$ cat src/rtl/ps2_zx_keyboard.sv
// PS/2 scan-set-2 receiver feeding an 8x5 ZX key matrix that drives the ULA KB lines.
// Optional macro PS2_COMPOSITE_EN adds chorded keys (Backspace and the arrows).
module ps2_zx_keyboard #(
    parameter int unsigned TIMEOUT_CYCLES = 14000,
    parameter int unsigned TO_W           = 14
) (
    input  logic       OSC,
    input  logic       n_RESET,
    input  logic       PS2_CLK,
    input  logic       PS2_DATA,
    input  logic [7:0] A,
    output logic [4:0] KB,
    output logic [7:0] SCAN_CODE,
    output logic       SCAN_VALID,
    output logic       FRAME_ERR
);

`ifdef PS2_COMPOSITE_EN
    localparam int unsigned NKEYS = 47;
`else
    localparam int unsigned NKEYS = 42;
`endif
    localparam logic [TO_W-1:0] TO_LAST = TO_W'(TIMEOUT_CYCLES - 1);

    typedef enum logic [1:0] {ST_IDLE, ST_DATA, ST_PARITY, ST_STOP} state_t;

    state_t            state;
    logic [2:0]        clk_sync;
    logic [1:0]        dat_sync;
    logic              fall, ps2_data;
    logic [7:0]        shreg;
    logic [2:0]        bitcnt;
    logic              par_bit;
    logic [TO_W-1:0]   to_cnt;
    logic              timeout, frame_ok, frame_bad;
    logic [NKEYS-1:0]  keys;
    logic              brk, ext;
    logic [6:0]        hit;
    logic [39:0]       m;

    always_ff @(posedge OSC or negedge n_RESET) begin
        if (!n_RESET) begin
            clk_sync <= '1;
            dat_sync <= '1;
        end else begin
            clk_sync <= {clk_sync[1:0], PS2_CLK};
            dat_sync <= {dat_sync[0], PS2_DATA};
        end
    end

    assign fall     = clk_sync[2] & ~clk_sync[1];
    assign ps2_data = dat_sync[1];

    assign timeout   = (state != ST_IDLE) && !fall && (to_cnt >= TO_LAST);
    assign frame_ok  = fall && (state == ST_STOP) && (^{shreg, par_bit}) && ps2_data;
    assign frame_bad = (fall && (state == ST_STOP) && !((^{shreg, par_bit}) && ps2_data)) || timeout;

    always_ff @(posedge OSC or negedge n_RESET) begin
        if (!n_RESET) begin
            state      <= ST_IDLE;
            shreg      <= '0;
            bitcnt     <= '0;
            par_bit    <= 1'b0;
            to_cnt     <= '0;
            SCAN_CODE  <= '0;
            SCAN_VALID <= 1'b0;
            FRAME_ERR  <= 1'b0;
        end else begin
            SCAN_VALID <= frame_ok;
            FRAME_ERR  <= frame_bad;
            if (frame_ok)
                SCAN_CODE <= shreg;
            if (fall || state == ST_IDLE)
                to_cnt <= '0;
            else if (to_cnt != '1)
                to_cnt <= to_cnt + 1'b1;
            if (timeout) begin
                state <= ST_IDLE;
            end else if (fall) begin
                case (state)
                    ST_IDLE: if (!ps2_data) begin
                        state  <= ST_DATA;
                        bitcnt <= '0;
                    end
                    ST_DATA: begin
                        shreg  <= {ps2_data, shreg[7:1]};
                        bitcnt <= bitcnt + 3'd1;
                        if (bitcnt == 3'd7)
                            state <= ST_PARITY;
                    end
                    ST_PARITY: begin
                        par_bit <= ps2_data;
                        state   <= ST_STOP;
                    end
                    default: state <= ST_IDLE;
                endcase
            end
        end
    end

    // Returns {hit, key index}; 0..39 = row*5+bit, 40 R-Shift, 41 R-Ctrl, 42..46 composites.
    function automatic logic [6:0] lookup(input logic e, input logic [7:0] code);
        logic [6:0] r;
        r = '0;
        case ({e, code})
            9'h012: r = {1'b1, 6'd0};  9'h01A: r = {1'b1, 6'd1};  9'h022: r = {1'b1, 6'd2};
            9'h021: r = {1'b1, 6'd3};  9'h02A: r = {1'b1, 6'd4};
            9'h01C: r = {1'b1, 6'd5};  9'h01B: r = {1'b1, 6'd6};  9'h023: r = {1'b1, 6'd7};
            9'h02B: r = {1'b1, 6'd8};  9'h034: r = {1'b1, 6'd9};
            9'h015: r = {1'b1, 6'd10}; 9'h01D: r = {1'b1, 6'd11}; 9'h024: r = {1'b1, 6'd12};
            9'h02D: r = {1'b1, 6'd13}; 9'h02C: r = {1'b1, 6'd14};
            9'h016: r = {1'b1, 6'd15}; 9'h01E: r = {1'b1, 6'd16}; 9'h026: r = {1'b1, 6'd17};
            9'h025: r = {1'b1, 6'd18}; 9'h02E: r = {1'b1, 6'd19};
            9'h045: r = {1'b1, 6'd20}; 9'h046: r = {1'b1, 6'd21}; 9'h03E: r = {1'b1, 6'd22};
            9'h03D: r = {1'b1, 6'd23}; 9'h036: r = {1'b1, 6'd24};
            9'h04D: r = {1'b1, 6'd25}; 9'h044: r = {1'b1, 6'd26}; 9'h043: r = {1'b1, 6'd27};
            9'h03C: r = {1'b1, 6'd28}; 9'h035: r = {1'b1, 6'd29};
            9'h05A: r = {1'b1, 6'd30}; 9'h04B: r = {1'b1, 6'd31}; 9'h042: r = {1'b1, 6'd32};
            9'h03B: r = {1'b1, 6'd33}; 9'h033: r = {1'b1, 6'd34};
            9'h029: r = {1'b1, 6'd35}; 9'h014: r = {1'b1, 6'd36}; 9'h03A: r = {1'b1, 6'd37};
            9'h031: r = {1'b1, 6'd38}; 9'h032: r = {1'b1, 6'd39};
            9'h059: r = {1'b1, 6'd40}; 9'h114: r = {1'b1, 6'd41};
`ifdef PS2_COMPOSITE_EN
            9'h066: r = {1'b1, 6'd42}; 9'h16B: r = {1'b1, 6'd43}; 9'h172: r = {1'b1, 6'd44};
            9'h175: r = {1'b1, 6'd45}; 9'h174: r = {1'b1, 6'd46};
`endif
            default: r = '0;
        endcase
        return r;
    endfunction

    assign hit = lookup(ext, shreg);

    always_ff @(posedge OSC or negedge n_RESET) begin
        if (!n_RESET) begin
            keys <= '0;
            brk  <= 1'b0;
            ext  <= 1'b0;
        end else if (frame_bad) begin
            brk <= 1'b0;
            ext <= 1'b0;
        end else if (frame_ok) begin
            if (shreg == 8'hF0) begin
                brk <= 1'b1;
            end else if (shreg == 8'hE0) begin
                ext <= 1'b1;
            end else begin
                if (hit[6])
                    keys[hit[5:0]] <= ~brk;
                brk <= 1'b0;
                ext <= 1'b0;
            end
        end
    end

    // Second host keys and chords are kept apart so each release only drops its own bit.
    always_comb begin
        m     = keys[39:0];
        m[0]  = keys[0] | keys[40];
        m[36] = keys[36] | keys[41];
`ifdef PS2_COMPOSITE_EN
        m[0]  = m[0] | (|keys[46:42]);
        m[20] = m[20] | keys[42];
        m[19] = m[19] | keys[43];
        m[24] = m[24] | keys[44];
        m[23] = m[23] | keys[45];
        m[22] = m[22] | keys[46];
`endif
    end

    always_comb begin
        KB = '1;
        for (int unsigned j = 0; j < 5; j++)
            for (int unsigned i = 0; i < 8; i++)
                if (!A[i] && m[i*5 + j])
                    KB[j] = 1'b0;
    end

endmodule
$ cat config.mk
export PLATFORM = sky130hd
export DESIGN_NAME = ps2_zx_keyboard
export DESIGN_NICKNAME = d
export VERILOG_FILES = /design/src/rtl/ps2_zx_keyboard.sv
export SDC_FILE = /design/constraint.sdc
export NUM_CORES = 1
export LEC_CHECK = 0
export CAP_MARGIN = 20
export CORE_ASPECT_RATIO = 1.5
export CORE_MARGIN = 2
export CORE_UTILIZATION = 25
export CTS_CLUSTER_SIZE = 30
export DETAILED_ROUTE_END_ITERATION = 12
export PLACE_DENSITY_LB_ADDON = 0.25
export SLEW_MARGIN = 20
export SYNTH_ARGS = -nofsm -noshare
export SYNTH_HDL_FRONTEND = slang
export SYNTH_SLANG_ARGS = --single-unit
$ cat constraint.sdc
create_clock -name OSC -period 2.5 [get_ports OSC]
set_input_delay 0.625 -clock OSC [delete_from_list [all_inputs] [get_ports OSC]]
set_output_delay 0.625 -clock OSC [all_outputs]
set_load 0.05 [all_outputs]
Yosys cells after proc, flatten, opt, wreduce, memory -nomap -nowiden
Cells that the tools add are included.
{"block": "word_totals", "n_memories": 0, "romBits": 0, "mem_bits_rw": 0, "inputBits": 12, "word_cells": 216, "ff_bits": 87, "latch_bits": 0}
{"block": "classes", "shifts": 0, "addsub": 2, "mul": 0, "n_div": 0, "eq_ne": 54, "n_bitwise": 9, "n_mux": 61, "n_lt_le_gt_ge": 3, "n_reduce_logical": 74}
{"operator": "7-bit case mux with 42 select lines", "count": 1}
{"operator": "9-bit by 6-bit == test with 1-bit output (second input constant)", "count": 23}
{"operator": "9-bit by 5-bit == test with 1-bit output (second input constant)", "count": 9}
{"operator": "9-bit by 7-bit == test with 1-bit output (second input constant)", "count": 9}
{"operator": "1-bit two-way mux", "count": 49}
{"operator": "1-bit logical AND", "count": 48}
{"operator": "42-bit bitwise mux", "count": 1}
{"operator": "14-bit two-way mux", "count": 2}
{"operator": "8-bit == test (second input constant)", "count": 2}
{"operator": "14-bit by 1-bit adder with 14-bit output (second input constant)", "count": 1}
{"operator": "14-bit greater-or-equal comparator (second input constant)", "count": 1}
{"operator": "14-bit != test (second input constant)", "count": 1}
{"operator": "1-bit logical NOT", "count": 10}
{"operator": "2-bit nonzero test", "count": 5}
{"operator": "9-bit == test (second input constant)", "count": 1}
{"operator": "3-bit != test (second input constant)", "count": 3}
{"operator": "3-bit AND reduction", "count": 3}
{"operator": "9-bit XOR reduction", "count": 1}
{"operator": "2-bit two-way mux", "count": 4}
{"operator": "6-bit by 7-bit < comparator with 1-bit output (second input constant)", "count": 1}
{"operator": "1-bit demux with 6-bit select", "count": 1}
{"operator": "6-bit by 1-bit greater-or-equal comparator with 1-bit output (second input constant)", "count": 1}
{"operator": "1-bit inverter", "count": 6}
{"operator": "2-bit case mux with 3 select lines", "count": 1}
{"operator": "14 further kinds", "count": 19}

Logic depth before layout (Yosys ltp)
{"block": "depth", "depth_word": 10, "ltp_mapped": 11, "depth_no_buf": 8}

Least setup slack after synthesis
Ideal clock, no wire load.
{"block": "synth_timing", "path_kind": "input -> output", "startpoint": "input port A[3]", "endpoint": "output port KB[2]", "t_arrival_ps": 2253, "stages": 2, "n_path_buf": 0, "path_slack_ps": -378, "cell_sequence": "o22ai_1 nor4_1"}
{"block": "synth_between", "elab_chain_cells": 7}
{"element": "start: declaration", "line_no": "11", "text": "input logic [7:0] A,"}
{"element": "1-bit logical NOT", "line_no": "175", "text": "if (!A[i] && m[i*5 + j])"}
{"element": "1-bit logical AND", "line_no": "175"}
{"element": "1-bit two-way mux (5 in a row)", "line_no": "175"}
{"element": "end: declaration", "line_no": "12", "text": "output logic [4:0] KB,"}
Every way passes these cells.

Final worst setup path
{"block": "layout_timing", "startpoint": "register shreg[0]", "endpoint": "register keys[13]"}
{"block": "layout_between", "elab_chain_cells": 7, "word_cells_on_any_way": 62}
{"element": "start: declaration", "line_no": "31", "text": "logic [7:0] shreg;"}
{"element": "start signal: assignment", "line_no": "86", "text": "shreg <= {ps2_data, shreg[7:1]};"}
{"element": "9-bit == test, or another cell as far along", "line_no": "105", "text": "case ({e, code})"}
{"element": "7-bit case mux with 42 select lines or 1-bit logical AND (tied branches)", "line_no": "105, 56"}
{"element": "6-bit by 7-bit < comparator with 1-bit output (not written as such), or another cell as far along", "line_no": "149", "text": "keys[hit[5:0]] <= ~brk;"}
{"element": "1-bit logical AND, on equally long branches", "line_no": "149, 56"}
{"element": "1-bit two-way mux (not written as such) or 1-bit logical OR (tied branches)", "line_no": "149, 56"}
{"element": "1-bit demux with 6-bit select or 1-bit inverter (tied branches)"}
{"element": "42-bit bitwise mux or 5-bit AND reduction (tied branches)"}
{"element": "end signal: indexed assignment", "line_no": "149"}
{"element": "end: declaration", "line_no": "36", "text": "logic [NKEYS-1:0] keys;"}
Parallel ways exist; a longest one is shown, timed or not.
A chain may end at the register's enable or synchronous reset.

==> results.toml <==
[clocking]
cts_root_buf = "clkbuf_16"
cts-buffers-inserted = 9
clk_pin_slew_ps = 70
ctsLongestPathBuffers = 2
clock_latency_ps = 360
cts_tree = "done"
clock_sinks = 87
cts_max_level = 3

[detailed_routing]
vias_per_cell = 5.06
drt-total-wl_um = 18000
wire_per_inst_um = 17.7
drt_iter0_drc = 340
ant_nets = 0
dr.pass1.iters = 6
drcViolationCount = 0
vias = 5142

[critical_path]
crit_fanout = 7
cp-start-kind = "flop"
crit_path_start = "shreg[0]$_DFFE_PN0P_"
slowest_delay_ps = 590
end_kind = "flop"
r2r-start = "shreg[0]$_DFFE_PN0P_"
worstSetupPathType = "flop to flop"
crit_chain = "buf_4 -> or3b_1 -> a41o_1 -> a311oi_2 -> o41ai_2 -> or4b_4 -> nand2b_4 -> mux2i_1"
cp.arrival_ps = 2870
required_ps = 2690
slowest_stage = "or4b_4"

[synth]
synth_warnings = 0
synthesis.nets = 606
synth-async-reset-ratio = 1.00
yosys_most_used_dff = "dfrtp_1"
synth.distinct_cells = 76
synth_edf_count = 0
syn_inst = 587
syn_area_um2 = 5420
ys_ff_latch = 87
avgSynthCellArea_um2 = 9.23
seq_area_frac_synth = 0.403

[status]
violations = "setup timing"
status = "finished with violations"

[timing]
rsz0062_at_grt = "true"
finalWorstSetupSlack_ps = -179
hold_viol_final = 0
relSlewSlack = 0.522
min_period_ps = 2680
max_freq_ghz = 0.373
setup_viol = 34
drv_slew = 0
period_share = 1.07
skew_ps = 13.1
worst_pin_slew_ps = 718

[die]
ios = 27
chipWidth_um = 124
die_area_um2 = 22900
rows = 66
die_height_um = 184
start_util = 0.252
coreArea_um2 = 21500

[power_and_ir_drop]
totalPowerFinal_w = 0.00587
peakVddDrop_v = 0.000417
swShare = 0.383
combPwrFrac = 0.478
clockPowerShare = 0.224
power_density_nw_per_um2 = 737
seqPwrFrac = 0.299
power_leakage_nw = 3.70
p_int_w = 0.00362
switchingPower_w = 0.00225

[placed_design]
gp_congestion = 0.902
io_buffers = 26
place_area_um2 = 6920
dpl.hpwl_um = 13000

[global_route]
grt_pass1_vias = 5434
grtUsageTotal = 0.164
grt_max_degree = 40
grt_use_met3 = 0.0272
grt_use_met1 = 0.186
grt-busiest-layer = "met2"
use_met2 = 0.292
grt_pass1_wl_um = 28900
grt_remaining_overflow = 0
antenna_found_initial = 0

[cells_and_area]
syn2layout_area_growth_pct = 47.2
n_antenna_cell = 0
fillers = 2201
design_area_um2 = 7970
drive_above_1_share = 0.374
final_core_util = 0.371
regArea_um2 = 2190
multi_input_area_um2 = 3300
fin_nets = 759

[flow_run]
drv_cap = 0

[hold_path]
worstHoldPathType = "primary input to async pin"
routing by layer:
layer / part of all wire / up-vias
met3: 0.026 / 52
met2: 0.53 / 117
met5: 0 / -
li1: - / 2437
met4: 0.045 / 0
met1: 0.40 / 2536
cells in the mapped netlist (6+ instances only):
library cell / number / share of area
dfrtp_1: 82 / 0.38
inv_1: 52 / 0.036
nand2_1: 47 / 0.033
mux2i_1: 41 / 0.076
nand3_1: 29 / 0.027
nor2_1: 26 / 0.018
o21ai_0: 26 / 0.024
nand4_1: 23 / 0.027
clkbuf_1: 18 / 0.012
o22ai_1: 18 / 0.021
buf_2: 15 / 0.014
a21oi_1: 14 / 0.013
nor2b_1: 11 / 0.013
nor3_1: 11 / 0.010
and3b_1: 9 / 0.015
nand2b_1: 9 / 0.010
nor3b_1: 8 / 0.011
nor4_1: 8 / 0.0092
a31oi_1: 7 / 0.0081
and3_1: 7 / 0.0081
ha_1: 7 / 0.016
o211ai_1: 7 / 0.0097
xor2_1: 6 / 0.0097
through the flow:
step                      hold slack, ps  setup WS (ps)  TNS [ps]  std cells
after floorplan                      329          -53.3      -190        587
after global placement               346           -392    -13310        971
after detailed placement             352           -370    -12700        971
after CTS                            261           -155     -1490       1001
after global routing                 289           -256     -5980       1017
final                                252           -179     -2240       1017
cell type report:
| type | count | share of cell area |
|---|---|---|
| clock inverter | 6 | 0.00550 |
| multi-input combinational | 409 | 0.415 |
| tap | 272 | 0.0427 |
| inverter | 52 | 0.0245 |
| sequential | 87 | 0.275 |
| timing repair buffer | 181 | 0.209 |
| clock buffer | 10 | 0.0287 |
logic make-up (layout without fill, tap and decap cells):
kind of cell,Yosys count,after routing,share of synthesized area
buffers and inverters,91,249,0.0707
adder cells (fa/ha/maj),8,8,0.0180
AND/OR/NAND/NOR,233,233,0.257
AO/OA/AOI/OAI,110,110,0.140
multiplexers,46,46,0.0862
XOR/XNOR,12,12,0.0247
flip-flops,87,87,0.403
layout by cell type, fill, tap and decap left out, types with 4 or more instances in the layout:
cell type / n
clkdlybuf4s50_1: 12
and3b_1: 9
nand3b_1: 4
nand2b_4: 6
xor2_1: 6
dlygate4sd2_1: 7
buf_6: 25
o2111ai_2: 4
mux2_2: 5
nor2b_1: 8
inv_1: 52
nand2b_1: 6
mux2i_1: 40
nand2_1: 38
nor2_1: 25
a31oi_1: 4
buf_4: 123
dfstp_2: 5
o21ai_0: 21
dfrtp_2: 6
nor3_1: 9
clkbuf_16: 10
nor4_2: 4
dfrtp_1: 76
o22ai_1: 18
a21oi_1: 11
nand2_2: 6
nor3b_1: 6
ha_1: 7
nand3_1: 18
o211ai_1: 7
nand4_1: 23
nand3_2: 8
o31ai_1: 4
buf_12: 9
worst max-delay path: cells and delay by family (launching register included):
family,cells,cell delay [ps]
mux,1,110
simple gates,3,1130
flops,1,440
compound gates,3,660
buf+inv,1,170
registers in the layout (all words and copies together), names as in the netlist, 2 cells and up:
| signal | flops |
|---|---|
| shreg | 8 |
| to_cnt | 14 |
| keys | 42 |
| clk_sync | 3 |
| SCAN_CODE | 8 |
| bitcnt | 3 |
| dat_sync | 2 |
| state | 2 |
repair_timing:
item / 4_1_cts / 5_1_grt
cloned: 1 / 2
pin swaps: 27 / 27
setup endpoints to repair: 47 / 44
gates resized for setup: 100 / 39
hold buffers: 0 / 0
buffers inserted: 14 / 16
power groups by stage:
stage / Clock [W] / Sequential [W] / Combinational [W]
final: 0.00131 / 0.00175 / 0.00280
after global routing: 0.00142 / 0.00178 / 0.00300
after CTS: 0.00135 / 0.00174 / 0.00261
after detailed placement: 0 / 0.00176 / 0.00238
after global placement: 0 / 0.00175 / 0.00235
after floorplan: 0 / 0.00175 / 0.00121
path summary, 6_finish.rpt:
| path | slack (ps) | end | depth (start not counted) |
|---|---|---|---|
| worst max-delay path | -180 | keys[13]$_DFFE_PN0P_ | 8 |
| worst min-delay path | 250 | keys[30]$_DFFE_PN0P_ | 1 |
| worst max register to register | -180 | keys[13]$_DFFE_PN0P_ | 8 |
| worst min register to register | 360 | dat_sync[1]$_DFF_PN1_ | 0 |
| max in group asynchronous | 1580 | dat_sync[0]$_DFF_PN1_ | 2 |
| min in group OSC | 360 | dat_sync[1]$_DFF_PN1_ | 0 |
Power figures use the tool's default switching activity.
